## src/rtl/uart_alu_pkg.sv

```systemverilog
// uart_alu_pkg
//   Shared definitions for the UART ALU packet engine: opcode values,
//   the packet-parser state encoding, the header length, and an opcode
//   validity helper.
`timescale 1ns/1ps
package uart_alu_pkg;

    localparam logic [7:0] OP_ECHO = 8'hEC;
    localparam logic [7:0] OP_ADD  = 8'hAD;
    localparam logic [7:0] OP_AND  = 8'hA1;
    localparam logic [7:0] OP_OR   = 8'hA2;
    localparam logic [7:0] OP_XOR  = 8'hA3;

    // opcode, reserved, len_lo, len_hi
    localparam int HDR_LEN = 4;

    typedef enum logic [2:0] {
        ST_IDLE,
        ST_RSVD,
        ST_LEN_LO,
        ST_LEN_HI,
        ST_ECHO,
        ST_ACC,
        ST_RESULT
    } state_t;

    function automatic logic isKnownOp(input logic [7:0] op);
        return (op == OP_ECHO) || (op == OP_ADD) || (op == OP_AND) ||
               (op == OP_OR)   || (op == OP_XOR);
    endfunction

endpackage

```

## src/rtl/uart_alu_if.sv

```systemverilog
// uart_alu_if
//   Byte-wide AXI-Stream link used on both sides of the engine.
//   Signals: tdata[7:0] byte, tvalid byte valid, tready sink accepts.
//   master modport drives tdata/tvalid, slave modport drives tready.
`timescale 1ns/1ps
interface uart_alu_if;
    logic [7:0] tdata;
    logic       tvalid;
    logic       tready;

    modport master (output tdata, output tvalid, input tready);
    modport slave  (input tdata, input tvalid, output tready);
endinterface

```

## src/rtl/uart_alu_ser.sv

```systemverilog
// uart_alu_ser
//   Loads a DataWidth-bit word and streams it out one byte at a time,
//   LSB first, with an AXI-Stream valid/ready handshake.
//   Ports:
//     clk_i, reset_ni : clock, asynchronous active-low reset
//     i_start, i_data : load the word to send (one-cycle strobe)
//     o_tdata, o_tvalid, i_tready : byte stream out
//     o_done          : high on the handshake of the last byte
`timescale 1ns/1ps
module uart_alu_ser #(
    parameter int DataWidth = 32
) (
    input  logic                 clk_i,
    input  logic                 reset_ni,
    input  logic                 i_start,
    input  logic [DataWidth-1:0] i_data,
    output logic [7:0]           o_tdata,
    output logic                 o_tvalid,
    input  logic                 i_tready,
    output logic                 o_done
);

    localparam int NumBytes = DataWidth / 8;

    logic [DataWidth-1:0] r_shift;
    logic [3:0]           r_left;
    logic                 w_hs;

    assign o_tvalid = (r_left != 4'd0);
    assign o_tdata  = r_shift[7:0];
    assign w_hs     = o_tvalid && i_tready;
    assign o_done   = w_hs && (r_left == 4'd1);

    // The shift register empties to zero as bytes leave, so the idle
    // output byte is always 0.
    always_ff @(posedge clk_i or negedge reset_ni) begin
        if (!reset_ni) begin
            r_shift <= '0;
            r_left  <= 4'd0;
        end else if (i_start) begin
            r_shift <= i_data;
            r_left  <= 4'(NumBytes);
        end else if (w_hs) begin
            r_shift <= r_shift >> 8;
            r_left  <= r_left - 4'd1;
        end
    end

endmodule

```

## src/rtl/uart_alu_engine.sv

```systemverilog
// uart_alu_engine
//   Parses framed command packets from a UART receive byte stream and
//   either echoes the payload or reduces it as DataWidth-bit operands with
//   add/and/or/xor, returning the result LSB first.
//   Ports:
//     clk_i, reset_ni : clock, asynchronous active-low reset
//     s_axis          : received bytes (slave)
//     m_axis          : bytes to transmit (master)
//     busy_o          : packet in progress (state not IDLE)
//     abort_o         : one-cycle pulse on inter-byte timeout abort
//     err_opcode_o    : one-cycle pulse when an unknown opcode is dropped
//     acc_o           : current accumulator value
`timescale 1ns/1ps
module uart_alu_engine
    import uart_alu_pkg::*;
#(
    parameter int DataWidth     = 32,
    parameter int TimeoutCycles = 0,
    parameter int LenWidth      = 16
) (
    input  logic                 clk_i,
    input  logic                 reset_ni,
    uart_alu_if.slave            s_axis,
    uart_alu_if.master           m_axis,
    output logic                 busy_o,
    output logic                 abort_o,
    output logic                 err_opcode_o,
    output logic [DataWidth-1:0] acc_o
);

    localparam int          NumBytes = DataWidth / 8;
    localparam bit          ToEnable = (TimeoutCycles > 0);
    localparam logic [31:0] ToLast   = ToEnable ? 32'(TimeoutCycles - 1) : 32'd0;

    state_t               r_state, w_stateNext;
    logic [7:0]           r_op, r_lenLo;
    logic [LenWidth-1:0]  r_remain, w_len;
    logic [DataWidth-1:0] r_acc, r_operand, w_operandNext, w_accNext;
    logic [3:0]           r_byteIdx;
    logic                 r_firstOp;
    logic                 r_live;
    logic                 r_echoValid;
    logic [7:0]           r_echoData;
    logic [31:0]          r_toCnt;
    logic                 r_abort, r_errOp;

    logic       w_sReady, w_sHs, w_lastByte, w_opFull;
    logic       w_toRun, w_toFire;
    logic       w_serStart, w_serValid, w_serReady, w_serDone;
    logic [7:0] w_serData;

    function automatic logic [DataWidth-1:0] aluApply(
        input logic [7:0]           op,
        input logic [DataWidth-1:0] a,
        input logic [DataWidth-1:0] b
    );
        case (op)
            OP_ADD:  return a + b;
            OP_AND:  return a & b;
            OP_OR:   return a | b;
            default: return a ^ b;
        endcase
    endfunction

    assign w_sHs      = s_axis.tvalid && w_sReady;
    assign w_len      = LenWidth'({s_axis.tdata, r_lenLo});
    assign w_lastByte = (r_remain == LenWidth'(1));

    // Payload bytes are OR-ed into place, so a short final operand is
    // naturally zero-extended.
    assign w_operandNext = r_operand | (DataWidth'(s_axis.tdata) << {r_byteIdx, 3'b000});
    assign w_opFull      = (r_byteIdx == 4'(NumBytes - 1)) || w_lastByte;
    assign w_accNext     = r_firstOp ? w_operandNext : aluApply(r_op, r_acc, w_operandNext);
    assign w_serStart    = (r_state == ST_ACC) && w_sHs && w_lastByte;

    // An arriving byte always beats an expiring timeout.
    assign w_toRun  = ToEnable && (r_state inside {ST_RSVD, ST_LEN_LO, ST_LEN_HI, ST_ECHO, ST_ACC});
    assign w_toFire = w_toRun && !w_sHs && (r_toCnt == ToLast);

    // r_live keeps tready low while reset is held and for the first edge after.
    always_comb begin
        w_sReady = 1'b0;
        case (r_state)
            ST_IDLE, ST_RSVD, ST_LEN_LO, ST_LEN_HI, ST_ACC: w_sReady = 1'b1;
            ST_ECHO: w_sReady = !r_echoValid || m_axis.tready;
            default: w_sReady = 1'b0;
        endcase
        w_sReady = w_sReady && r_live;
    end

    always_comb begin
        w_stateNext = r_state;
        if (w_toFire) begin
            w_stateNext = ST_IDLE;
        end else begin
            case (r_state)
                ST_IDLE:   if (w_sHs && isKnownOp(s_axis.tdata)) w_stateNext = ST_RSVD;
                ST_RSVD:   if (w_sHs) w_stateNext = ST_LEN_LO;
                ST_LEN_LO: if (w_sHs) w_stateNext = ST_LEN_HI;
                ST_LEN_HI: begin
                    if (w_sHs) begin
                        if (w_len <= LenWidth'(HDR_LEN)) w_stateNext = ST_IDLE;
                        else if (r_op == OP_ECHO)        w_stateNext = ST_ECHO;
                        else                             w_stateNext = ST_ACC;
                    end
                end
                ST_ECHO:   if (w_sHs && w_lastByte) w_stateNext = ST_IDLE;
                ST_ACC:    if (w_sHs && w_lastByte) w_stateNext = ST_RESULT;
                ST_RESULT: if (w_serDone) w_stateNext = ST_IDLE;
                default:   w_stateNext = ST_IDLE;
            endcase
        end
    end

    always_ff @(posedge clk_i or negedge reset_ni) begin
        if (!reset_ni) r_state <= ST_IDLE;
        else           r_state <= w_stateNext;
    end

    // The echo register lives outside the state machine so a byte already
    // captured still drains after a timeout abort.
    always_ff @(posedge clk_i or negedge reset_ni) begin
        if (!reset_ni) begin
            r_live      <= 1'b0;
            r_abort     <= 1'b0;
            r_errOp     <= 1'b0;
            r_toCnt     <= 32'd0;
            r_echoValid <= 1'b0;
            r_echoData  <= 8'd0;
            r_op        <= 8'd0;
            r_lenLo     <= 8'd0;
            r_remain    <= '0;
            r_operand   <= '0;
            r_byteIdx   <= 4'd0;
            r_firstOp   <= 1'b1;
            r_acc       <= '0;
        end else begin
            r_live  <= 1'b1;
            r_abort <= w_toFire;
            r_errOp <= (r_state == ST_IDLE) && w_sHs && !isKnownOp(s_axis.tdata);

            if (w_sHs || !w_toRun || w_toFire) r_toCnt <= 32'd0;
            else                               r_toCnt <= r_toCnt + 32'd1;

            if ((r_state == ST_ECHO) && w_sHs) begin
                r_echoValid <= 1'b1;
                r_echoData  <= s_axis.tdata;
            end else if (m_axis.tready) begin
                r_echoValid <= 1'b0;
            end

            case (r_state)
                ST_IDLE:   if (w_sHs) r_op <= s_axis.tdata;
                ST_LEN_LO: if (w_sHs) r_lenLo <= s_axis.tdata;
                ST_LEN_HI: begin
                    if (w_sHs) begin
                        r_remain  <= w_len - LenWidth'(HDR_LEN);
                        r_operand <= '0;
                        r_byteIdx <= 4'd0;
                        r_firstOp <= 1'b1;
                    end
                end
                ST_ECHO:   if (w_sHs) r_remain <= r_remain - LenWidth'(1);
                ST_ACC: begin
                    if (w_sHs) begin
                        r_remain <= r_remain - LenWidth'(1);
                        if (w_opFull) begin
                            r_acc     <= w_accNext;
                            r_operand <= '0;
                            r_byteIdx <= 4'd0;
                            r_firstOp <= 1'b0;
                        end else begin
                            r_operand <= w_operandNext;
                            r_byteIdx <= r_byteIdx + 4'd1;
                        end
                    end
                end
                default: ;
            endcase
        end
    end

    uart_alu_ser #(.DataWidth(DataWidth)) u_ser (
        .clk_i    (clk_i),
        .reset_ni (reset_ni),
        .i_start  (w_serStart),
        .i_data   (w_accNext),
        .o_tdata  (w_serData),
        .o_tvalid (w_serValid),
        .i_tready (w_serReady),
        .o_done   (w_serDone)
    );

    // A pending echo byte owns the output until it drains.
    assign w_serReady    = m_axis.tready && !r_echoValid;
    assign m_axis.tvalid = r_echoValid || w_serValid;
    assign m_axis.tdata  = r_echoValid ? r_echoData : w_serData;
    assign s_axis.tready = w_sReady;

    assign busy_o       = (r_state != ST_IDLE);
    assign abort_o      = r_abort;
    assign err_opcode_o = r_errOp;
    assign acc_o        = r_acc;

endmodule

```

## src/flat_wrapper.sv

```systemverilog
// flat-port wrapper written by rule: the top's interface ports become plain ports
module uart_alu_engine_flat import uart_alu_pkg::*;
#(
    parameter int DataWidth     = 32,
    parameter int TimeoutCycles = 0,
    parameter int LenWidth      = 16
)
  (clk_i, reset_ni, busy_o, abort_o, err_opcode_o, acc_o, s_axis_tdata, s_axis_tvalid, s_axis_tready, m_axis_tdata, m_axis_tvalid, m_axis_tready);
  uart_alu_if s_axis_i ();
  uart_alu_if m_axis_i ();
  input  logic clk_i;
  input  logic reset_ni;
  output logic busy_o;
  output logic abort_o;
  output logic err_opcode_o;
  output logic [DataWidth-1:0] acc_o;
  input wire logic [$bits(s_axis_i.tdata)-1:0] s_axis_tdata;
  input wire logic [$bits(s_axis_i.tvalid)-1:0] s_axis_tvalid;
  output wire logic [$bits(s_axis_i.tready)-1:0] s_axis_tready;
  output wire logic [$bits(m_axis_i.tdata)-1:0] m_axis_tdata;
  output wire logic [$bits(m_axis_i.tvalid)-1:0] m_axis_tvalid;
  input wire logic [$bits(m_axis_i.tready)-1:0] m_axis_tready;
  assign s_axis_i.tdata = s_axis_tdata;
  assign s_axis_i.tvalid = s_axis_tvalid;
  assign s_axis_tready = s_axis_i.tready;
  assign m_axis_tdata = m_axis_i.tdata;
  assign m_axis_tvalid = m_axis_i.tvalid;
  assign m_axis_i.tready = m_axis_tready;
  uart_alu_engine #(.DataWidth(DataWidth), .TimeoutCycles(TimeoutCycles), .LenWidth(LenWidth)) u_core (.clk_i(clk_i), .reset_ni(reset_ni), .s_axis(s_axis_i), .m_axis(m_axis_i), .busy_o(busy_o), .abort_o(abort_o), .err_opcode_o(err_opcode_o), .acc_o(acc_o));
endmodule
```

## config.mk

```make
export PLATFORM = sky130hd
export DESIGN_NAME = uart_alu_engine_flat
export DESIGN_NICKNAME = d
export VERILOG_FILES = /design/src/rtl/uart_alu_pkg.sv /design/src/rtl/uart_alu_if.sv /design/src/rtl/uart_alu_ser.sv /design/src/rtl/uart_alu_engine.sv /design/src/flat_wrapper.sv
export SDC_FILE = /design/constraint.sdc
export NUM_CORES = 1
export LEC_CHECK = 0
export ABC_AREA = 1
export CAP_MARGIN = 10
export CORE_UTILIZATION = 45
export CTS_CLUSTER_SIZE = 8
export DETAILED_ROUTE_END_ITERATION = 16
export PLACE_DENSITY = 0.66
export SETUP_SLACK_MARGIN = 0.2
export SLEW_MARGIN = 10
export SYNTH_ARGS = -nofsm -noshare
export SYNTH_HDL_FRONTEND = slang
export SYNTH_HIERARCHICAL = 1
export SYNTH_SLANG_ARGS = --single-unit
```

## constraint.sdc

```tcl
create_clock -name clk_i -period 5.1 [get_ports clk_i]
set_input_delay 0.765 -clock clk_i [delete_from_list [all_inputs] [get_ports clk_i]]
set_output_delay 0.765 -clock clk_i [all_outputs]
set_load 0.02 [all_outputs]
```

==> results of run 1 <==
-- cell usage in the layout, fill, tap and decap left out, drive strengths merged, types with 2 or more instances in the layout --
cell type,instances
nand2,514
inv,304
o21ai,160
dfrtp,150
nor2,135
nand3,98
a21oi,73
ha,72
clkdlybuf4s50,54
a211oi,31
nor3,27
o22ai,26
a31oi,22
clkbuf,18
buf,17
nand4,11
a21boi,10
xor2,10
or2,8
clkinv,8
o21bai,5
o211ai,4
nand3b,3
o221ai,3
clkinvlp,2
o21a,2
and3,2
o41ai,2
o31ai,2
a22oi,2
conb,2
-- sequential cells by signal, indices dropped and copies added (netlist names), 8 cells and up --
register              cells
u_core/r_op               8
u_core/r_echoData         8
u_core/r_lenLo            8
u_core/acc_o             32
u_core/r_remain          16
u_core/r_operand         32
u_core/u_ser/r_shift     32
-- logic make-up (layout without fill, tap and decap cells) --
family	count (synthesis)	after routing	synth area share [%]
other cells	2	2	0.0633
fa+ha+maj	72	72	7.59
simple gates	801	801	28.3
buf+inv	368	404	13.2
compound gates	343	343	18.2
xor+xnor	11	11	0.811
flops	151	151	31.8
-- power groups by stage --
stage	Clock (mW)	Combinational [mW]	Sequential, mW
after CTS	1.33	2.16	1.64
after global placement	0	2.13	1.66
after global routing	1.37	2.45	1.68
final	1.31	2.19	1.64
after floorplan	0	1.61	1.58
after detailed placement	0	2.16	1.66
-- critical path: stages --
cell and delay (ps):
clkdlybuf4s50_1 530, buf_4 170, inv_1 160, nor3_1 430
nand2_1 180, nand2_1 160, ha_1 180, nand2_1 60
nand2_1 120, nand2_1 100, a21oi_1 410, nand2_1 90
nand2_1 140, nand2_1 100, nand3_1 80, nand3_1 100
a21boi_0 350, nand2_1 90, o21ai_0 100, nand2_1 110
o21ai_2 100
-- cell type report --
class | count | area (um2) | area share (%)
Inverter | 301 | 1130 | 8.62
Tap cell | 335 | 419 | 3.19
Clock inverter | 14 | 156 | 1.19
Sequential cell | 151 | 3780 | 28.8
Timing Repair Buffer | 71 | 672 | 5.12
Multi-Input combinational cell | 1229 | 6530 | 49.7
Clock buffer | 18 | 439 | 3.35
-- routing by layer --
metal	GRT usage, %	routed length, um	up-vias
li1	-	-	5633
met1	38.6	16900	5431
met2	46.4	17200	432
met3	5.52	2720	73
met4	12.4	1480	0
met5	0	0	-
-- metrics by stage --
step	area (um2)	instances	hold slack, ps	utilization (%)	power, mW
detailed placement	12500	2087	465	48.2	3.81
floorplan	11900	1748	443	-	3.19
CTS	13100	2119	304	50.5	5.13
finish	13100	2119	285	50.5	5.14
global route	13100	2119	315	50.5	5.50
global placement	12500	2087	463	48.2	3.79
-- how the worst max path moves through the flow --
stage	startpoint	endpoint	slack [ps]	depth (start not counted)
detailed placement	s_axis_tdata[0]	u_core/u_ser/r_shift[14]	600	21
floorplan	s_axis_tdata[4]	u_core/u_ser/r_shift[21]	2050	19
finish	s_axis_tdata[0]	u_core/u_ser/r_shift[18]	920	21
global route	u_core/r_byteIdx[1]	u_core/u_ser/r_shift[31]	590	17
global placement	s_axis_tdata[0]	u_core/u_ser/r_shift[18]	570	21
CTS	u_core/r_byteIdx[1]	u_core/u_ser/r_shift[31]	990	17
==> summary.md, run 1 <==
| Metric | Value |
|---|---|
| Status | `finished, final reports clean` |
| FF-to-FF Start | `u_core/r_byteIdx[1]` |
| Part of the power in registers | `32.0%` |
| Post-cts sizing count | `0` |
| Area Growth Syn to Fin | `10.6%` |
| Antenna-violating nets left | `0` |
| Yosys top cell by area | `dfrtp_1` |
| Cell Pwr Density | `392 nW/um2` |
| FF-to-FF path depth | `17` |
| Post-synth EDFFs | `0` |
| Combinational Power Share | `42.6%` |
| Worst setup path class | `in2reg` |
| Clock sinks | `151` |
| Worst clock skew | `12.8 ps` |
| DPL Wire Length | `28,600 um` |
| Sw power | `2.34 mW` |
| RSZ-0062 raised after global routing | `no` |
| Core area | `26,000 um2` |
| Ys async rst share | `100%` |
| Clk Latency, worst-skew pair | `440 ps` |
| Predominant post-synthesis flop cell | `dfrtp_1` |
| DR DRC count | `0` |
| Top post-synthesis cells by count | `nand2_1 (506), inv_1 (285), dfrtp_1 (150)` |
| Fmax achieved | `239 MHz` |
| Fillers | `2,642` |
| Pin count of the biggest net entering global routing | `59` |
| Seq/Total Area, Yosys | `31.8%` |
| Vias in the first global route | `10,800` |
| H-tree Lvls | `4` |
| First DRT Iteration DRCs | `1,018` |
| Part of the power in the clock network | `25.4%` |
| First-pass GRT wire length | `59,900 um` |
| Synth top area share | `31.6%` |
| Root Driver | `clkbuf_16` |
| Nets@finish | `1,855` |
| Leakage | `6.46 nW` |
| Ranking of synthesized cells by area | `dfrtp_1 (32%), nand2_1 (16%), inv_1 (9.0%)` |
| Max clock buf depth | `2` |
| Grt ovf | `0` |
| Post-layout min period | `4180 ps` |
| Most common cell in the netlist | `nand2_1` |
| Syn Area/Cell | `6.79 um2` |
| Antenna cells | `0` |
| Max cap viols | `0` |
| Net Sw Frac | `45.4%` |
| Synth Instances | `1,748` |
| Initial Util | `45.7%` |
| Via density | `5.46` |
| Critical path arrival | `4530 ps` |
| DP Worst Slack | `598 ps` |
| Routed via count | `11,600` |
| Synth cell types | `58` |
| Die Width | `164 um` |
| Setup TNS | `0 ps` |
| Final setup vio count | `0` |
| Reg2Reg Setup Slack | `940 ps` |
| Internal | `2.81 mW` |
| Syn nets | `1,832` |
| Hold-fix buffers, CTS | `0` |
| CP Launch Type | `input port` |
| Placement row count | `59` |
| Die height | `164 um` |
| Worst slew pin tran | `1030 ps` |
| Layout cells sized above 1 | `7.79%` |
| TritonCTS clock tree | `built` |
| Worst R2R End | `u_core/u_ser/r_shift[31]` |
| Post-CTS setup buffer count | `0` |
| Synth Warn # | `6` |
| Worst VDD drop | `265 uV` |
| Final Hold Vio Count | `0` |
| Total Wirelength | `38,300 um` |
| CTS clk-pin slew, worst paths | `80 ps` |
| Max-slew violations | `0` |
| HP Class | `in2async` |
| DRT Pass-1 Iters | `6` |
| GPL Wtd Cong | `1.02` |
| #FFs+latches synth | `151` |
| CP max FO | `6` |
| # port buffers | `55` |
| Post-Syn Area | `11,900 um2` |
| GRT Overall Usage | `29.1%` |
| CP required | `5460 ps` |
| Endpoint type of the worst setup path | `flip-flop` |
| Number of buffers created by CTS | `17` |
| Period utilization | `81.9%` |
| IO Count | `57` |
| Final worst setup slack | `924 ps` |
| Relative slew slack | `31.2%` |
| Antenna violations before repair | `0` |
| Die Area | `27,000 um2` |
| Per-cell routed wire length | `18.1 um` |
No activity file was read; power rests on OpenSTA's default activity.
==> inputs of run 2 (changes only) <==
--- a/config.mk
+++ b/config.mk
@@ -10,7 +10,7 @@
 export CORE_UTILIZATION = 45
 export CTS_CLUSTER_SIZE = 8
 export DETAILED_ROUTE_END_ITERATION = 16
-export PLACE_DENSITY = 0.66
+export PLACE_DENSITY = 0.69
 export SETUP_SLACK_MARGIN = 0.2
 export SLEW_MARGIN = 10
 export SYNTH_ARGS = -nofsm -noshare
==> constraint.sdc (replaced) <==
create_clock -name clk_i -period 3.6 [get_ports clk_i]
set_input_delay 0.54 -clock clk_i [delete_from_list [all_inputs] [get_ports clk_i]]
set_output_delay 0.54 -clock clk_i [all_outputs]
set_load 0.02 [all_outputs]
==> run 2 against run 1 <==
Against the previous run: count of clock-buffer cells in the layout did not move; power up 57%; clock skew down 2.6 ps; worst setup slack worse by 600 ps; sequential share of layout area is 2.9 points lower; critical endpoint unchanged; largest cell class unchanged.
==> summary.md, run 2 (synthesized netlist as in run 1, its figures left out) <==
| Metric | Value |
|---|---|
| Status | `finished, final reports clean (unchanged)` |
| Multi-input gate area | `6740 um2 (was 6530 um2)` |
| DP Worst Slack | `-238 ps (was 598 ps)` |
| Clk Latency, worst-skew pair | `440 ps (about the same)` |
| Commonest non-fill, non-tap cell in the layout | `nand2_1 (unchanged)` |
| Period utilization | `90.9%` |
| Grt ovf | `0 (unchanged)` |
| CP Launch Type | `input port (unchanged)` |
| Max cap viols | `0 (unchanged)` |
| Per-cell routed wire length | `17.8 um (was 18.1 um)` |
| Slowest CP cell | `clkdlybuf4s50_1 (unchanged)` |
| Initial Util | `45.7% (unchanged)` |
| Leakage | `7.32 nW (was 6.46 nW)` |
| Post-layout min period | `3270 ps` |
| DRT Pass-1 Iters | `6 (unchanged)` |
| Layout cells sized above 1 | `18.1% (was 7.79%)` |
| Power Total | `8.07 mW (was 5.14 mW)` |
| FF+latch area | `3780 um2 (about the same)` |
| # port buffers | `55 (unchanged)` |
| Fmax achieved | `306 MHz` |
| Beginning of the critical path | `s_axis_tdata[1] (was s_axis_tdata[0])` |
| Antenna-violating nets left | `0 (unchanged)` |
| RSZ-0062 raised after global routing | `yes (was no)` |
| Antenna cells | `0 (unchanged)` |
| Die Area | `27,000 um2 (unchanged)` |
| GRT Overall Usage | `30.6% (was 29.1%)` |
| Total Wirelength | `40,500 um (was 38,300 um)` |
| Worst VDD drop | `408 uV (was 265 uV)` |
| Nets@finish | `2,018 (was 1,855)` |
| HP Class | `in2async (unchanged)` |
| Area Growth Syn to Fin | `22.9% (was 10.6%)` |
| Final Util | `56.2% (was 50.5%)` |
| CTS clk-pin slew, worst paths | `70 ps (was 80 ps)` |
| Critical path arrival | `3630 ps (was 4530 ps)` |
| Most frequent CP cell | `nand2_1 (unchanged)` |
| Worst path max stage delay | `480 ps (was 530 ps)` |
| Worst clock skew | `10.2 ps (was 12.8 ps)` |
| Antenna violations before repair | `0 (unchanged)` |
| Max clock buf depth | `2 (unchanged)` |
| Cell Pwr Density | `553 nW/um2 (was 392 nW/um2)` |
| Die height | `164 um (unchanged)` |
| First-pass GRT wire length | `63,000 um (was 59,900 um)` |
| Setup TNS | `0 ps (unchanged)` |
| Relative slew slack | `35.2% (was 31.2%)` |
| Cell Chain, Critical Path | `clkdlybuf4s50_1 -> inv_1 -> nor3_2 -> buf_4 -> a21oi_2 -> inv_1 -> ha_1 -> nand2_1 -> nand2_1 -> a21oi_1 -> inv_1 -> nor2_1 -> nand2_1 -> nand2_1 -> nand3_1 -> a21boi_0 -> nand2_1 -> o21ai_0 -> nand2_1 -> o21ai_2 (was clkdlybuf4s50_1 -> buf_4 -> inv_1 -> nor3_1 -> nand2_1 -> nand2_1 -> ha_1 -> nand2_1 -> nand2_1 -> nand2_1 -> a21oi_1 -> nand2_1 -> nand2_1 -> nand2_1 -> nand3_1 -> nand3_1 -> a21boi_0 -> nand2_1 -> o21ai_0 -> nand2_1 -> o21ai_2)` |
| FF-to-FF Start | `u_core/r_byteIdx[2] (was u_core/r_byteIdx[1])` |
| Via density | `5.40 (was 5.46)` |
| Number of buffers created by CTS | `17 (unchanged)` |
| Final Cell Area | `14,600 um2 (was 13,100 um2)` |
| Hold-fix buffers, CTS | `0 (unchanged)` |
| Worst slew pin tran | `966 ps (was 1030 ps)` |
| Worst setup path class | `in2reg (unchanged)` |
| Pin count of the biggest net entering global routing | `84 (was 59)` |
| Dpl cell area | `13,800 um2 (was 12,500 um2)` |
| H-tree Lvls | `4 (unchanged)` |
| Placement row count | `59 (unchanged)` |
| Max-slew violations | `0 (unchanged)` |
| CP required | `3960 ps (was 5460 ps)` |
| TritonCTS clock tree | `built (unchanged)` |
| DPL Wire Length | `30,100 um (was 28,600 um)` |
| Fillers | `2,490 (was 2,642)` |
| Routed via count | `12,300 (was 11,600)` |
| CP max FO | `3 (was 6)` |
| Die Width | `164 um (unchanged)` |
| Final setup vio count | `0 (unchanged)` |
| Clock sinks | `151 (unchanged)` |
| GPL Wtd Cong | `0.999 (was 1.02)` |
| Final Hold Vio Count | `0 (unchanged)` |
| Vias in the first global route | `11,700 (was 10,800)` |
| First DRT Iteration DRCs | `1,382 (was 1,018)` |
| Endpoint type of the worst setup path | `flip-flop (unchanged)` |
| DR DRC count | `0 (unchanged)` |
| IO Count | `57 (unchanged)` |
| Most frequent cells in the layout | `nand2_1 (503), inv_1 (282), buf_4 (176), dfrtp_1 (148), nor2_1 (118) (was nand2_1 (506), inv_1 (285), dfrtp_1 (150), nor2_1 (128), o21ai_0 (127))` |
| Core area | `26,000 um2 (unchanged)` |
| Root Driver | `clkbuf_16 (unchanged)` |
| Final worst setup slack | `327 ps (was 924 ps)` |
==> run 2: cell types whose count changed in the layout (fill, tap and decap cells not counted), moves of 5 or more <==
cell,delta
a21oi_1,-9
a21oi_2,+6
buf_4,+160
ha_1,-7
ha_2,+5
nor2_1,-10
nor2_2,+9
nor3_1,-5
o21ai_0,-13
o21ai_1,+7
o21ai_2,+6
==> run 2: final timing paths <==
check                           cells after the start  slack [ps]                        to
worst min-delay path                                1         160        u_core/r_remain[5]
worst max register to register                     19         350  u_core/u_ser/r_shift[18]
max in group asynchronous                           2        2460      u_core/r_operand[28]
min in group clk_i                                  2         480   u_core/u_ser/r_shift[5]
worst min register to register                      2         480   u_core/u_ser/r_shift[5]
worst max-delay path                               20         330  u_core/u_ser/r_shift[18]
==> run 2: per-stage QoR <==
| step | std cells | hold slack (ps) |
|---|---|---|
| 6_report | 2282 | 155 |
| 2_1_floorplan | 1748 | 244 |
| 3_5_place_dp | 2245 | 464 |
| 3_3_place_gp | 2245 | 466 |
| 4_1_cts | 2277 | 208 |
| 5_1_grt | 2282 | 213 |
==> run 2: timing repair <==
| action | 4_1_cts | 5_1_grt |
|---|---|---|
| pin swaps | 0 | 4 |
| gates cloned | 0 | 0 |
| buffers inserted | 0 | 5 |
| endpoints found under the setup margin | 4 | 42 |
| gates resized for setup | 3 | 78 |
==> run 2: power by group <==
part	switching [mW]	leakage (nW)	internal (mW)
Clock	0.837	0.279	0.972
Sequential	0.298	1.97	2.03
Combinational	2.43	5.08	1.50
==> run 2: cell type report <==
| type | instances | share of cell area [%] |
|---|---|---|
| Sequential cell | 151 | 25.9 |
| Tap cell | 335 | 2.87 |
| Timing Repair Buffer | 234 | 13.3 |
| Clock buffer | 18 | 2.94 |
| Multi-Input combinational cell | 1229 | 46.2 |
| Inverter | 301 | 7.78 |
| Clock inverter | 14 | 0.960 |
==> run 2: layer usage <==
layer	routed length [um]	vias up	GRT usage (%)
met5	0	-	0
met4	1990	0	14.8
met3	3080	112	4.45
met2	18200	577	49.0
met1	17200	5711	40.6
li1	-	5933	-
==> run 2: worst max-delay path, delay by kind of cell <==
family          cells  cell delay [ps]
compound gates      5              900
fa+ha+maj           1              320
buf+inv             5              960
simple gates        9              900
